`src/rtl/cgra_conf_mux.sv`:
```
// cgra_conf_mux: run-time configurable N-to-1 selector for CGRA interconnect.
// The select value is staged in a shadow register over the config bus and
// moved into the active select on a global commit strobe. The selected
// data/valid then passes through PIPE stallable register stages.
module cgra_conf_mux #(
  parameter int unsigned WIDTH   = 16,
  parameter int unsigned NINPUTS = 7,
  parameter int unsigned SEL_W   = $clog2(NINPUTS),
  parameter int unsigned PIPE    = 1,
  parameter logic [7:0]  CONF_ID = 8'h00
) (
  input  logic                       clk,
  input  logic                       rst,
  input  logic                       en,
  input  logic                       conf_valid,
  input  logic [7:0]                 conf_id,
  input  logic [7:0]                 conf_sel,
  input  logic                       conf_commit,
  input  logic [NINPUTS*WIDTH-1:0]   in_data,
  input  logic [NINPUTS-1:0]         in_valid,
  output logic [WIDTH-1:0]           out_data,
  output logic                       out_valid,
  output logic                       sel_err
);

  logic [SEL_W-1:0] r_shadow;
  logic [SEL_W-1:0] r_active;
  logic             r_sel_err;
  logic [WIDTH-1:0] w_sel_data;
  logic             w_sel_valid;
  logic             w_oor;

  // Upper conf_sel bits are ignored, and en is irrelevant when PIPE=0.
  logic [8:0]       w_unused;
  assign w_unused = {en, conf_sel};

  // Shadow captures addressed writes; commit copies the pre-write shadow.
  always_ff @(posedge clk) begin
    if (rst) begin
      r_shadow <= '0;
      r_active <= '0;
    end else begin
      if (conf_commit) r_active <= r_shadow;
      if (conf_valid && (conf_id == CONF_ID)) r_shadow <= conf_sel[SEL_W-1:0];
    end
  end

  assign w_oor = (32'(r_active) >= NINPUTS);

  // Out-of-range select flag, registered every cycle regardless of en.
  always_ff @(posedge clk) begin
    if (rst) r_sel_err <= 1'b0;
    else     r_sel_err <= w_oor;
  end

  assign sel_err = r_sel_err;

  // Selection stage: unmatched (out-of-range) selects yield zero data/valid.
  always_comb begin
    w_sel_data  = '0;
    w_sel_valid = 1'b0;
    for (int unsigned k = 0; k < NINPUTS; k++) begin
      if (32'(r_active) == k) begin
        w_sel_data  = in_data[k*WIDTH +: WIDTH];
        w_sel_valid = in_valid[k];
      end
    end
  end

  generate
    if (PIPE == 0) begin : g_comb
      assign out_data  = w_sel_data;
      assign out_valid = w_sel_valid;
    end else begin : g_pipe
      logic [WIDTH-1:0] r_pd [PIPE];
      logic             r_pv [PIPE];

      // Output pipeline: all stages advance together on en, hold otherwise.
      always_ff @(posedge clk) begin
        if (rst) begin
          for (int unsigned s = 0; s < PIPE; s++) begin
            r_pd[s] <= '0;
            r_pv[s] <= 1'b0;
          end
        end else if (en) begin
          r_pd[0] <= w_sel_data;
          r_pv[0] <= w_sel_valid;
          for (int unsigned s = 1; s < PIPE; s++) begin
            r_pd[s] <= r_pd[s-1];
            r_pv[s] <= r_pv[s-1];
          end
        end
      end

      assign out_data  = r_pd[PIPE-1];
      assign out_valid = r_pv[PIPE-1];
    end
  endgenerate

endmodule
```
`config.mk`:
```
export PLATFORM = sky130hd
export DESIGN_NAME = cgra_conf_mux
export DESIGN_NICKNAME = d
export VERILOG_FILES = /design/src/rtl/cgra_conf_mux.sv
export SDC_FILE = /design/constraint.sdc
export NUM_CORES = 1
export LEC_CHECK = 0
export BUFFER_PORTS_ARGS = -buffer_cell sky130_fd_sc_hd__buf_4
export CAP_MARGIN = 20
export CORE_AREA = 2 2 76 78
export DETAILED_ROUTE_END_ITERATION = 10
export DIE_AREA = 0 0 78 80
export PLACE_DENSITY = 0.78
export SLEW_MARGIN = 20
export SYNTH_ARGS = -nofsm -noshare
export SYNTH_HDL_FRONTEND = slang
export SYNTH_SLANG_ARGS = --single-unit
```
`constraint.sdc`:
```
create_clock -name clk -period 1.5 [get_ports clk]
set_input_delay 0.15 -clock clk [delete_from_list [all_inputs] [get_ports clk]]
set_output_delay 0.15 -clock clk [all_outputs]
set_load 0.02 [all_outputs]
```
* Yosys cells after proc, flatten, opt, wreduce, memory -nomap -nowiden
Memories as Yosys holds them, arrays and structs flattened.
Index checks and enable logic that the tools add are counted.
** Operators by class
- Add/subtract/negate cells :: 0
- $mul :: 0
- Div/mod/pow operators :: 0
- Magnitude comparators :: 1
- Equality and inequality tests :: 6
- Shift-type cells :: 0
- Muxes and demuxes :: 23
- Bitwise gates (word level) :: 0
- Reductions and logical operators :: 5
** Operators with widths (count)
- $mux W16 :: 8
- $reduce_or A16 Y1 :: 1
- $mux W1 :: 15
- $eq A3 B3 Y1 const B :: 3
- $logic_not A8 Y1 :: 1
- $eq A3 B2 Y1 const B :: 2
- $eq A3 B1 Y1 const B :: 1
- $ge A3 B3 Y1 const B :: 1
- $logic_not A3 Y1 :: 1
- $logic_and A1 B1 Y1 :: 1
- $reduce_or A1 Y1 :: 1
** Word-level totals
- Register bits :: 7
- Bits in latches :: 0
- RAM bits :: 17
- ROM bits :: 0
- Bits of input ports :: 140
- Output and inout bits :: 18
- Logic and storage cells :: 40
- Memories :: 2
** Memory list
- g_pipe.r_pd :: depth 1, width 16, read ports 1, clocked after Yosys merged registers in 0, write ports 1, line 75 : logic [WIDTH-1:0] r_pd [PIPE];
- g_pipe.r_pv :: depth 1, width 1, read ports 1, clocked after Yosys merged registers in 0, write ports 1, line 76 : logic r_pv [PIPE];

* Depth between registers and ports, before layout
- Word-level depth :: 9
- Mapped depth :: 6
- Depth with buffers taken out :: 4

* Least setup slack after synthesis
Ideal clock, no wire load.
- Kind :: register to register
- Start point :: register r_active[0]
- End point :: memory g_pipe.r_pd[0][5], data pin
- Arrival :: 1.219 ns
- Path slack :: 0.013 ns
- Stages on the path, launching flop included :: 6
- Buffers on the path :: 2
- Period minus slack after synthesis :: 1.487 ns
- Path through :: dfxtp_1 -> buf_2 -> buf_2 -> mux2_2 -> a32oi_1 -> a21oi_1
** Between the ends
- Longest elaborated chain between the ends :: 9
** Ends and longest elaborated chain
- from (decl) :: line 27 : logic [SEL_W-1:0] r_active;
- from (signal assigned) :: line 43 : if (conf_commit) r_active <= r_shadow;
- $logic_not A3 Y1 :: line 63 : if (32'(r_active) == k) begin
- $mux W16 (6 in series) :: line 63
- $mux W16 * :: line 63
- $mux W16 (no source line) *
- to (decl) :: line 75
Mark *: on every way between the ends. The rest lies on a longest branch, timed or not.

* Worst setup path after layout
- Start point :: register r_active[0]
- End point :: memory g_pipe.r_pd[0][10], data pin
Same word-level chain as after synthesis.

==> flow_summary_export.csv <==
group,metric,value,unit
status,status,"complete, no violations",
sta,grt_setup_unrepaired,"true",
worst_hold_path,min_path_type,"input pin to flop",
logic_synthesis,synth-async-reset-ratio,0,%
drt,routed_via_density,5.534,
floorplan,die_h,80,um
final_layout,drive_above_1_share,58.33,%
final_layout,area_delta_synth_final,75.42,%
worst_setup_path,crit_arrival,1520,ps
power_and_ir_drop,p_leak,1.426,nW
clock_tree,worstSkewPairLatency,280,ps
sta,hold_violations,0,
global_routing,grt_pass1_vias,2251,
worst_setup_path,r2r_setup_slack,6,ps
job,maxCapViolCount,0,
worst_setup_path,cp_max_fo,7,
logic_synthesis,yosys.area.top_type_share,28.65,%
logic_synthesis,ys.flop_type,"edfxtp_1",
worst_setup_path,end_kind,"flop",
place,gp_congestion,0.8132,
drt,drtIter0Drc,144,
sta,whs,83.35,ps
logic_synthesis,yosys-top-cells-count,"a21oi_1, a32oi_1, edfxtp_1, a222oi_1, o21ai_0",
clock_tree,cts_tree,"yes",
drt,wire_per_inst,17.26,um
worst_setup_path,r2r_end,"g_pipe.r_pd[0][10]",
power_and_ir_drop,total_power,1.736,mW
worst_setup_path,crit_required,1530,ps
clock_tree,clkSinkCount,24,
floorplan,ios,158,
worst_hold_path,hold_end,"r_active[2]",
worst_hold_path,whs_path_depth,2,
worst_hold_path,hold_start,"rst",
sta,finalSetupViolCount,0,
final_layout,fillers,512,
sta,maxSlewHeadroom,70.45,%
floorplan,start_util,32.96,%
worst_setup_path,path_buf_inv,1,
logic_synthesis,netlist_instances,182,
power_and_ir_drop,powerDensity,555.5,nW/um^2
logic_synthesis,seq_area_frac_synth,36.52,%
floorplan,die_area,6240,sq um
logic_synthesis,yosysTopAreaCell,"edfxtp_1",
clock_tree,clock-root-buffer,"clkbuf_8",
drt,wl,7044,um
logic_synthesis,synth-seq-cells,24,
sta,finClkSkew,7.735,ps
worst_setup_path,cp_cell_sequence,"and2b_2 > buf_6 > a222oi_1 > a21oi_1",
global_routing,gr-usage-all-layers,21.54,%
worst_setup_path,cp-start-kind,"flop",
final_layout,multi_input_area,1016,sq um
global_routing,antenna_found_initial,0,
global_routing,grt_overflow,0,
clock_tree,numCtsBuffers,3,
final_layout,nets,477,
power_and_ir_drop,max-vdd-ir-drop,0.3628,mV
worst_setup_path,max_stage_delay,380,ps
logic_synthesis,avgSynthCellArea,9.790,sq um
logic_synthesis,yosysWarnings,0,
sta,tightest_slew,443.2,ps
place,port_buffers,152,
drt,ant_nets,0,
final_layout,regArea,656.9,sq um
logic_synthesis,syn_nets,322,
global_routing,grt_pass1_wl,10520,um
sta,period_share,99.57,%
place,dp_hpwl,5441,um
final_layout,antennaDiodeCount,0,
worst_setup_path,reg2reg_from,"r_active[0]",
floorplan,die_w,78,um
sta,fmax,0.6695,GHz
floorplan,coreArea,5405,sq um
logic_synthesis,synth_area_leaders,"edfxtp_1, a32oi_1, a222oi_1",
clock_tree,clockBufferDepth,2,
logic_synthesis,synth_edf_count,17,
drt,firstDrtPassIters,8,
floorplan,core.rowCount,27,
final_layout,fin_area,3126,sq um
sta,fin_crit,1494,ps
global_routing,grt_max_degree,25,
drt,routed-via-count,2258,
worst_setup_path,r2r_cells,4,
logic_synthesis,syn_area,1782,sq um
drt,drcViolationCount,0,
worst_setup_path,slowest_stage,"dfxtp_4",
place,placed_area,3034,sq um
worst_setup_path,path_class,"flop to flop",
clock_tree,clkTransAtPathRegs,90,ps
logic_synthesis,ys_types,37,
clock_tree,h-tree-depth,1,
worst_setup_path,cpLargestDelayFamily,"compound AO/OA/AOI/OAI gates",
sta,drv_slew,0,
clock_tree,cts_hold_repair.buffers,0,
==> logic make-up after synthesis <==
logic type | Yosys count | synth area share (%)
and+or+nand+nor | 43 | 14.40
AOI/OAI and AO/OA | 73 | 29.35
DFF | 24 | 36.52
buffers and inverters | 21 | 6.882
muxes | 21 | 12.85
==> stage by stage <==
step	TNS, ps	utilization [%]	worst slack (ps)	instances
2_1_floorplan	0	-	13.05	182
3_3_place_gp	-659.3	56.13	-66.30	404
3_5_place_dp	-1890	56.13	-164.6	404
4_1_cts	-5.746	57.73	-5.746	408
5_1_grt	-666.1	57.82	-84.16	408
6_report	0	57.82	6.458	408
==> state kept, by name (all words and copies together), names as in the netlist <==
name / cells
g_pipe.r_pd: 16
g_pipe.r_pv: 1
r_active: 3
r_shadow: 3
sel_err: 1
==> how the worst max path moves through the flow <==
stage                start                 end  cells after the start
6_report       r_active[0]  g_pipe.r_pd[0][10]                      4
5_1_grt        r_active[0]   g_pipe.r_pd[0][2]                      4
4_1_cts        r_active[0]   g_pipe.r_pd[0][7]                      5
3_5_place_dp   r_active[0]   g_pipe.r_pd[0][2]                      4
3_3_place_gp   r_active[0]  g_pipe.r_pd[0][10]                      4
2_1_floorplan  r_active[0]   g_pipe.r_pd[0][5]                      5
==> power by group <==
part | switching (mW) | internal (mW) | total (mW)
combinational | 0.162 | 0.308 | 0.470
sequential | 0.00796 | 0.741 | 0.749
clock | 0.227 | 0.290 | 0.517
==> layer usage <==
metal	routed length [um]	part of all wire, %	global-route usage (%)	vias to the layer above
met3	716	10	4.638	8
met5	0	0	0	-
met2	3647	52	40.78	153
li1	-	-	-	1041
met4	82	1.2	7.544	0
met1	2597	37	23.61	1056
==> layout by cell type (no fill, tap or decap), types with 3 or more instances in the layout <==
master,instances
buf_4,164
a21oi_1,17
a32oi_1,17
edfxtp_1,17
a222oi_1,14
o21ai_0,13
or2_1,13
mux2_2,11
nor2_1,10
o21ai_1,7
mux2i_1,6
nor2b_1,4
mux2_1,4
dfxtp_1,4
clkbuf_8,3
buf_6,3
==> final cells by class <==
class | instances | area share (%)
timing repair buffer | 168 | 41.11
clock buffer | 4 | 2.122
multi-input combinational | 137 | 32.51
inverter | 3 | 0.3603
tap | 72 | 2.882
sequential | 24 | 21.02
==> what timing repair did <==
item	4_1_cts	5_1_grt
resized for setup	7	4
setup endpoints to repair	17	17
pin swaps	10	15
hold endpoints to repair	0	0
buffers inserted	0	0
Power figures use the tool's default switching activity.
